--- config.mk ---
export PLATFORM = sky130hd
export DESIGN_NAME = uart_tx_fifo_rd
export DESIGN_NICKNAME = d
export VERILOG_FILES = /design/src/rtl/uart_tx_fifo_rd.sv
export SDC_FILE = /design/constraint.sdc
export NUM_CORES = 1
export LEC_CHECK = 0
export CAP_MARGIN = 20
export CORE_ASPECT_RATIO = 0.75
export CORE_UTILIZATION = 29
export CTS_CLUSTER_DIAMETER = 150
export CTS_CLUSTER_SIZE = 40
export DETAILED_ROUTE_END_ITERATION = 10
export GPL_TIMING_DRIVEN = 0
export SLEW_MARGIN = 10
export SYNTH_ARGS = -nofsm -noshare
export SYNTH_HDL_FRONTEND = slang
export SYNTH_SLANG_ARGS = --single-unit
export TNS_END_PERCENT = 50
--- constraint.sdc ---
create_clock -name clk -period 2.7 [get_ports clk]
set_input_delay 0.54 -clock clk [delete_from_list [all_inputs] [get_ports clk]]
set_output_delay 0.54 -clock clk [all_outputs]
set_load 0.01 [all_outputs]
--- src/rtl/uart_tx_fifo_rd.sv ---
// UART transmitter that pops bytes from an upstream FIFO (rd_en/empty/dout) and
// serialises them LSB first as start, data, optional parity, and 1 or 2 stop bits.
module uart_tx_fifo_rd #(
    parameter int DATA_WIDTH   = 8,
    parameter int CLKS_PER_BIT = 868,
    parameter int PARITY_EN    = 0,
    parameter int PARITY_ODD   = 0,
    parameter int STOP_BITS    = 1
) (
    input  logic                  clk,
    input  logic                  rst,
    input  logic                  fifo_empty,
    input  logic [DATA_WIDTH-1:0] fifo_dout,
    output logic                  fifo_rd_en,
    output logic                  tx,
    output logic                  busy,
    output logic                  tx_done
);

    localparam int CW = (CLKS_PER_BIT > 1) ? $clog2(CLKS_PER_BIT) : 1;
    localparam int BW = $clog2(DATA_WIDTH + 1);

    localparam logic [CW-1:0] BAUD_LAST = CW'(CLKS_PER_BIT - 1);
    localparam logic [CW-1:0] BAUD_PRE  = CW'(CLKS_PER_BIT - 2);
    localparam logic [BW-1:0] DATA_LAST = BW'(DATA_WIDTH - 1);
    localparam logic [BW-1:0] STOP_LAST = BW'(STOP_BITS - 1);

    typedef enum logic [2:0] {
        S_IDLE,
        S_FETCH,
        S_LOAD,
        S_START,
        S_DATA,
        S_PARITY,
        S_STOP
    } state_t;

    state_t                state;
    logic [CW-1:0]         baud_cnt;
    logic [BW-1:0]         bit_cnt;
    logic [DATA_WIDTH-1:0] shift;
    logic [DATA_WIDTH-1:0] shift_nxt;
    logic                  parity;
    logic                  baud_end;

    assign baud_end  = (baud_cnt == BAUD_LAST);
    assign shift_nxt = shift >> 1;

    always_ff @(posedge clk) begin
        if (!rst) begin
            state      <= S_IDLE;
            baud_cnt   <= '0;
            bit_cnt    <= '0;
            shift      <= '0;
            parity     <= 1'b0;
            fifo_rd_en <= 1'b0;
            tx         <= 1'b1;
            busy       <= 1'b0;
            tx_done    <= 1'b0;
        end else begin
            fifo_rd_en <= 1'b0;
            tx_done    <= 1'b0;
            case (state)
                S_IDLE: begin
                    tx <= 1'b1;
                    if (!fifo_empty) begin
                        state      <= S_FETCH;
                        fifo_rd_en <= 1'b1;
                        busy       <= 1'b1;
                    end
                end
                // FIFO presents the popped word during the cycle after rd_en
                S_FETCH: state <= S_LOAD;
                S_LOAD: begin
                    shift    <= fifo_dout;
                    parity   <= (^fifo_dout) ^ (PARITY_ODD != 0);
                    baud_cnt <= '0;
                    bit_cnt  <= '0;
                    tx       <= 1'b0;
                    state    <= S_START;
                end
                S_START: begin
                    if (baud_end) begin
                        baud_cnt <= '0;
                        tx       <= shift[0];
                        state    <= S_DATA;
                    end else begin
                        baud_cnt <= baud_cnt + 1'b1;
                    end
                end
                S_DATA: begin
                    if (baud_end) begin
                        baud_cnt <= '0;
                        shift    <= shift_nxt;
                        if (bit_cnt == DATA_LAST) begin
                            bit_cnt <= '0;
                            if (PARITY_EN != 0) begin
                                tx    <= parity;
                                state <= S_PARITY;
                            end else begin
                                tx    <= 1'b1;
                                state <= S_STOP;
                            end
                        end else begin
                            bit_cnt <= bit_cnt + 1'b1;
                            tx      <= shift_nxt[0];
                        end
                    end else begin
                        baud_cnt <= baud_cnt + 1'b1;
                    end
                end
                S_PARITY: begin
                    if (baud_end) begin
                        baud_cnt <= '0;
                        tx       <= 1'b1;
                        state    <= S_STOP;
                    end else begin
                        baud_cnt <= baud_cnt + 1'b1;
                    end
                end
                S_STOP: begin
                    if (baud_end) begin
                        baud_cnt <= '0;
                        if (bit_cnt == STOP_LAST) begin
                            bit_cnt <= '0;
                            busy    <= 1'b0;
                            state   <= S_IDLE;
                        end else begin
                            bit_cnt <= bit_cnt + 1'b1;
                        end
                    end else begin
                        baud_cnt <= baud_cnt + 1'b1;
                        // registered pulse lands on the final cycle of the last stop bit
                        if (baud_cnt == BAUD_PRE && bit_cnt == STOP_LAST)
                            tx_done <= 1'b1;
                    end
                end
                default: state <= S_IDLE;
            endcase
        end
    end

endmodule

==> results of run 1 <==
[worst max path at each step]
stage | to | slack [ns]
5_1_grt | shift[3] | 0.11
3_5_place_dp | shift[3] | 0.29
6_report | shift[3] | 0.28
3_3_place_gp | shift[3] | 0.31
2_1_floorplan | bit_cnt[2] | 0.62
4_1_cts | shift[3] | 0.28
[critical path, stage by stage, from the launching register on]
cell and delay, ns:
dfxtp_1 0.33, clkbuf_1 0.31, or4bb_1 0.51, o31ai_1 0.58, buf_2 0.34, nor2_1 0.06, a211oi_1 0.21
[registers in the layout (all words and copies together) (netlist names)]
signal	flops
tx	1
bit_cnt	4
tx_done	1
shift	8
busy	1
fifo_rd_en	1
baud_cnt	10
state	3
[metal layers]
layer	global-route usage (%)	wire, µm	vias up
met2	18.85	1377	27
li1	-	-	736
met4	6.148	61	0
met5	0	0	-
met1	21.49	2153	651
met3	4.994	143	5
[cell type report]
class / count / area share (%)
clock inverter: 2 / 0.5274
buffer: 12 / 2.637
clock buffer: 6 / 3.823
multi-input combinational: 138 / 49.24
tap: 72 / 4.746
inverter: 8 / 1.582
sequential: 29 / 30.59
timing repair buffer: 13 / 6.856
[cell families after synthesis]
group	count (synthesis)
flip-flops	29
AO/OA/AOI/OAI	52
AND/OR/NAND/NOR	72
adder cells (fa/ha/maj)	4
buffers and inverters	20
XOR/XNOR	2
multiplexers	8
[per-stage QoR]
| stage | utilization, % | instance area (µm²) | hold WS (ns) |
|---|---|---|---|
| global placement | 35.65 | 1815 | 0.4812 |
| floorplan | - | 1595 | 0.4586 |
| global route | 37.27 | 1898 | 0.5337 |
| CTS | 37.27 | 1898 | 0.4943 |
| finish | 37.27 | 1898 | 0.4935 |
| detailed placement | 35.65 | 1815 | 0.4844 |
[cells in the final DEF (no fill, tap or decap), drive strengths merged, types with 2 or more instances in the layout]
master / Yosys / routed
dfxtp: 29 / 29
nor2: 14 / 14
nand2: 14 / 14
clkdlybuf4s50: 0 / 13
clkbuf: 7 / 13
a21oi: 10 / 10
a211oi: 9 / 9
o21ai: 8 / 8
inv: 7 / 7
mux2i: 7 / 7
nand3: 7 / 7
buf: 5 / 5
nor3: 5 / 5
o31ai: 4 / 4
ha: 4 / 4
and2: 3 / 3
nor4: 3 / 3
a21o: 3 / 3
o21a: 3 / 3
and3: 3 / 3
or4b: 3 / 3
clkinv: 1 / 3
nand4b: 2 / 2
nor2b: 2 / 2
and3b: 2 / 2
nand2b: 2 / 2
nor4b: 2 / 2
a32o: 2 / 2
nor3b: 2 / 2
o311ai: 2 / 2
or4: 2 / 2
[report_power, final]
part | internal (µW) | switching, µW
registers | 447 | 12.7
clock network | 178 | 165
logic | 51.8 | 61.7
==> out/results.txt, run 1 <==
R2R Setup Slk - 0.28 ns
Post-Route Skew - 0.007571 ns
Worst EP arrival - 2.60 ns
Worst-Skew Late Latency - 0.28 ns
Fmax achieved - 413.7 MHz
Final worst slack - 0.2825 ns
Top post-synthesis cells by area - dfxtp_1 (36%), mux2i_1 (4.4%), a211oi_1 (4.2%)
Ys flop type - dfxtp_1
Asr flop ratio synth - 0%
Area Overhead vs Synth - 18.98%
Average vias per placed instance - 5.068
Clock Pin Slew Worst Setup and Hold Paths - 0.06 ns
Reg2reg end - shift[3]
Final Non-Filler Cells - 280
Post-CTS Setup Bufs - 0
Crit path required time - 2.89 ns
Grt ovf - 0
Synth area leader - dfxtp_1
Detail Placement HPWL - 2653 µm
Synth Area in XOR/XNOR - 1.098%
Final period utilization - 89.54%
Setup-failing EPs final - 0
Antenna Cells - 0
GP Congestion - 0.7778
Seq/Total Area, Yosys - 36.39%
Root buf cell - clkbuf_8
Max IR drop VDD - 0.1611 mV
Synth top cells by count - dfxtp_1 (29), nand2_1 (14), nor2_1 (14)
Syn Nets - 202
Pwr/cell area - 482.7 nW/µm²
Post-synth top area share - 36.39%
Fraction of the mapped netlist area in compound gates - 23.22%
Area of the die - 5804 µm²
Largest net degree at the start of global routing - 11
Initial drt markers - 78
Slew Limit Headroom - 35.89%
# hold bufs at CTS - 0
Total number of vias - 1419
Unrepaired setup endpoints after global routing - false
Area of the multi-input gates - 934.6 µm²
Hold Path Depth - 2
Hold Startpoint - baud_cnt[0]
Netlist Area Pre-Place - 1595 µm²
CTS tree - done
Max Cap Viol - 0
Fin Setup TNS - 0 ns
CP endpoint kind - register
Syn Inst Count - 187
Fin nets - 222
Clk sinks - 29
Post-synth EDFFs - 0
Num CTS Buffers - 5
Combinational family with the most area after synthesis - simple AND/OR/NAND/NOR gates
Layout cells sized above 1 - 10.10%
Hold Crit Class - reg2reg
DR WL/cell - 13.34 µm
Synth warn - 0
Initial antenna violation count - 0
Leakage - 0.0006277 µW
FF+latch count, synth - 29
DRT Wirelength - 3736 µm
Vias in the first global route - 1310
Die X - 87.64 µm
First-pass DRT Iterations - 4
Initial core utilization - 31.33%
Post-synthesis mux area share - 5.098%
Post-synthesis simple-gate area fraction - 26.04%
R2R depth - 6
Die H - 66.23 µm
Core ar. - 5092 µm²
Power Total - 916.1 µW
Port bufs - 13
Crit Path Max Fanout - 10
Worst Setup Start Kind - register
Placed Cells - 272
Final Max Slew Viols - 0
Post_cts resized - 0
Post-route ant nets - 0
Syn_area_per_cell - 8.531 µm²
Gr usage total - 14.69%
First-pass GRT wire length - 6361 µm
WHS Endpoint - baud_cnt[0]
DR DRC count - 0
Post-Synth Adder-Cell Area - 3.137%
CTS Buffer Depth - 2
Fin. Hold Viols - 0
# rows - 22
Worst r2r src - state[2]
Unique cell type count in the Yosys netlist - 55
Status - completed
Post-layout min period - 2.417 ns
# fillers - 537
Ports - 15
Slew @ Worst Pin - 0.9487 ns
Pre-CTS setup slack - 0.2948 ns
Crit Path Class - reg2reg
CTS H-tree lvls - 2
Critical path origin - state[2]
Storage cell area - 580.6 µm²
Most frequent cell after synthesis - dfxtp_1
(Power assumes the default switching activity.)
==> inputs of run 2 (changes only) <==
CTS_BUF_LIST = sky130_fd_sc_hd__clkbuf_4 sky130_fd_sc_hd__clkbuf_8   (was unset)
REMOVE_ABC_BUFFERS = 1   (was unset)
==> run 2 against run 1 <==
Effect of this change:
- non-clock buffer count fell by 10
- sequential power up 2%
- maximum frequency rose by 2.5%
- final cell count decreased by 3.6%
==> out/results.txt, run 2 (synthesis results as in run 1) <==
Status - completed (unchanged)
Cells along the critical path - nor4bb_1, a211oi_1, or4_1, a21oi_1 (was clkbuf_1, or4bb_1, o31ai_1, buf_2, nor2_1, a211oi_1)
Fmax achieved - 423.8 MHz (was 413.7 MHz)
Fin. Hold Viols - 0 (unchanged)
Area Overhead vs Synth - 20.08% (was 18.98%)
DR WL/cell - 12.73 µm (was 13.34 µm)
Vias in the first global route - 1221 (was 1310)
Worst Setup Start Kind - register (unchanged)
Final period utilization - 87.39% (was 89.54%)
Leakage - 0.0006220 µW (was 0.0006277 µW)
Hold_ws - 0.4910 ns (was 0.4935 ns)
Setup-failing EPs final - 0 (unchanged)
CTS H-tree lvls - 2 (unchanged)
Post-layout min period - 2.360 ns (was 2.417 ns)
Total number of vias - 1386 (was 1419)
Ports - 15 (unchanged)
Clock Pin Slew Worst Setup and Hold Paths - 0.07 ns (was 0.06 ns)
Crit Path Max Fanout - 16 (was 10)
Initial drt markers - 81 (was 78)
Largest net degree at the start of global routing - 21 (was 11)
Grt ovf - 0 (unchanged)
CP endpoint kind - register (unchanged)
Top Registers - baud_cnt x10, shift x8, bit_cnt x4 (unchanged)
Post-route cell area - 1916 µm² (was 1898 µm²)
Final Max Slew Viols - 0 (unchanged)
Post_cts resized - 0 (unchanged)
Initial antenna violation count - 0 (unchanged)
Pre-CTS setup slack - 0.1524 ns (was 0.2948 ns)
Gr usage total - 13.76% (was 14.69%)
Crit Path Class - reg2reg (unchanged)
Post-CTS Setup Bufs - 0 (unchanged)
Worst EP arrival - 2.56 ns (was 2.60 ns)
# rows - 22 (unchanged)
Area of the die - 5804 µm² (unchanged)
Register with the most flip-flops - baud_cnt (unchanged)
Unrepaired setup endpoints after global routing - false (unchanged)
Average vias per placed instance - 5.133 (was 5.068)
Final worst slack - 0.3404 ns (was 0.2825 ns)
Max IR drop VDD - 0.2520 mV (was 0.1611 mV)
Antenna Cells - 0 (unchanged)
Slew Limit Headroom - 42.59% (was 35.89%)
Pwr/cell area - 538.5 nW/µm² (was 482.7 nW/µm²)
CTS tree - done (unchanged)
Clk sinks - 29 (unchanged)
Post-Route Skew - 0.01083 ns (was 0.007571 ns)
DR DRC count - 0 (unchanged)
Fin nets - 212 (was 222)
Largest register FFs - 10 (unchanged)
Placed instance area - 1780 µm² (was 1815 µm²)
GP Congestion - 0.7593 (was 0.7778)
Crit path max-delay cell type - nor4bb_1 (was o31ai_1)
Root buf cell - clkbuf_8 (unchanged)
# fillers - 518 (was 537)
First-pass GRT wire length - 5906 µm (was 6361 µm)
Commonest non-fill, non-tap cell in the layout - dfxtp_1 (unchanged)
Crit path required time - 2.91 ns (was 2.89 ns)
Final core utilization - 37.62% (was 37.27%)
Commonest cells after routing, fill and taps aside - dfxtp_1 (29), nor2_1 (14), nand2_1 (14), clkdlybuf4s50_1 (14), a21oi_1 (10) (was dfxtp_1 (29), nor2_1 (14), nand2_1 (14))
Detail Placement HPWL - 2416 µm (was 2653 µm)
Worst-Skew Late Latency - 0.29 ns (was 0.28 ns)
CP max stage delay - 0.74 ns (was 0.58 ns)
Final Non-Filler Cells - 270 (was 280)
Layout cells sized above 1 - 10.10% (about the same)
Met3 wire len - 161 µm (was 143 µm)
First-pass DRT Iterations - 4 (unchanged)
Max Cap Viol - 0 (unchanged)
Die H - 66.23 µm (unchanged)
# hold bufs at CTS - 0 (unchanged)
Port bufs - 14 (was 13)
DRT Wirelength - 3438 µm (was 3736 µm)
Core ar. - 5092 µm² (unchanged)
Placed Cells - 261 (was 272)
Die X - 87.64 µm (unchanged)
Met1 wire length - 1917 µm (was 2153 µm)
Slew @ Worst Pin - 0.8496 ns (was 0.9487 ns)
Uppermost layer routed - met4 (unchanged)
DR WL met2 - 1289 µm (was 1377 µm)
Hold Crit Class - reg2reg (unchanged)
Post-route ant nets - 0 (unchanged)
Num CTS Buffers - 5 (unchanged)
Initial core utilization - 31.33% (unchanged)
CTS Buffer Depth - 2 (unchanged)
run 2: layout make-up:
type	count	area [µm²]	share of cell area, %
Sequential cell	29	580.6	30.31
Clock inverter	3	46.29	2.417
Multi-Input combinational cell	138	948.4	49.51
Inverter	8	30.03	1.568
Timing Repair Buffer	15	151.4	7.903
Clock buffer	5	68.82	3.592
Tap cell	72	90.09	4.703
run 2: routing by layer:
layer / GRT usage (%) / up-vias
li1: - / 725
met1: 19.90 / 628
met2: 18.26 / 25
met3: 3.745 / 8
met4: 6.762 / 0
met5: 0 / -
run 2: path summary, 6_finish.rpt:
path	depth (start not counted)	start	endpoint	slack, ns
hold reg to reg	2	baud_cnt[0]	baud_cnt[0]	0.49
setup reg to reg	4	state[1]	state[1]	0.34
hold / removal	2	baud_cnt[0]	baud_cnt[0]	0.49
setup / recovery	4	state[1]	state[1]	0.34
run 2: where the power goes:
part / total (µW) / switching, µW / internal [µW]
Clock: 464 / 188 / 276
Combinational: 99.2 / 48.9 / 50.3
Sequential: 469 / 21.8 / 447
Total: 1030 / 259 / 773
run 2: worst max-delay path: cells and delay by family, from the launching register on:
family           cells  cell delay (ns)
AND/OR/NAND/NOR      2             1.26
flip-flops           1             0.62
AO/OA/AOI/OAI        2             0.39
run 2: metrics by stage:
step,total power [µW],setup TNS (ns)
after global routing,1077,0
after detailed placement,577.2,0
final,1032,0
after global placement,575.7,-0.4144
after floorplan,532.9,0
after CTS,1039,0
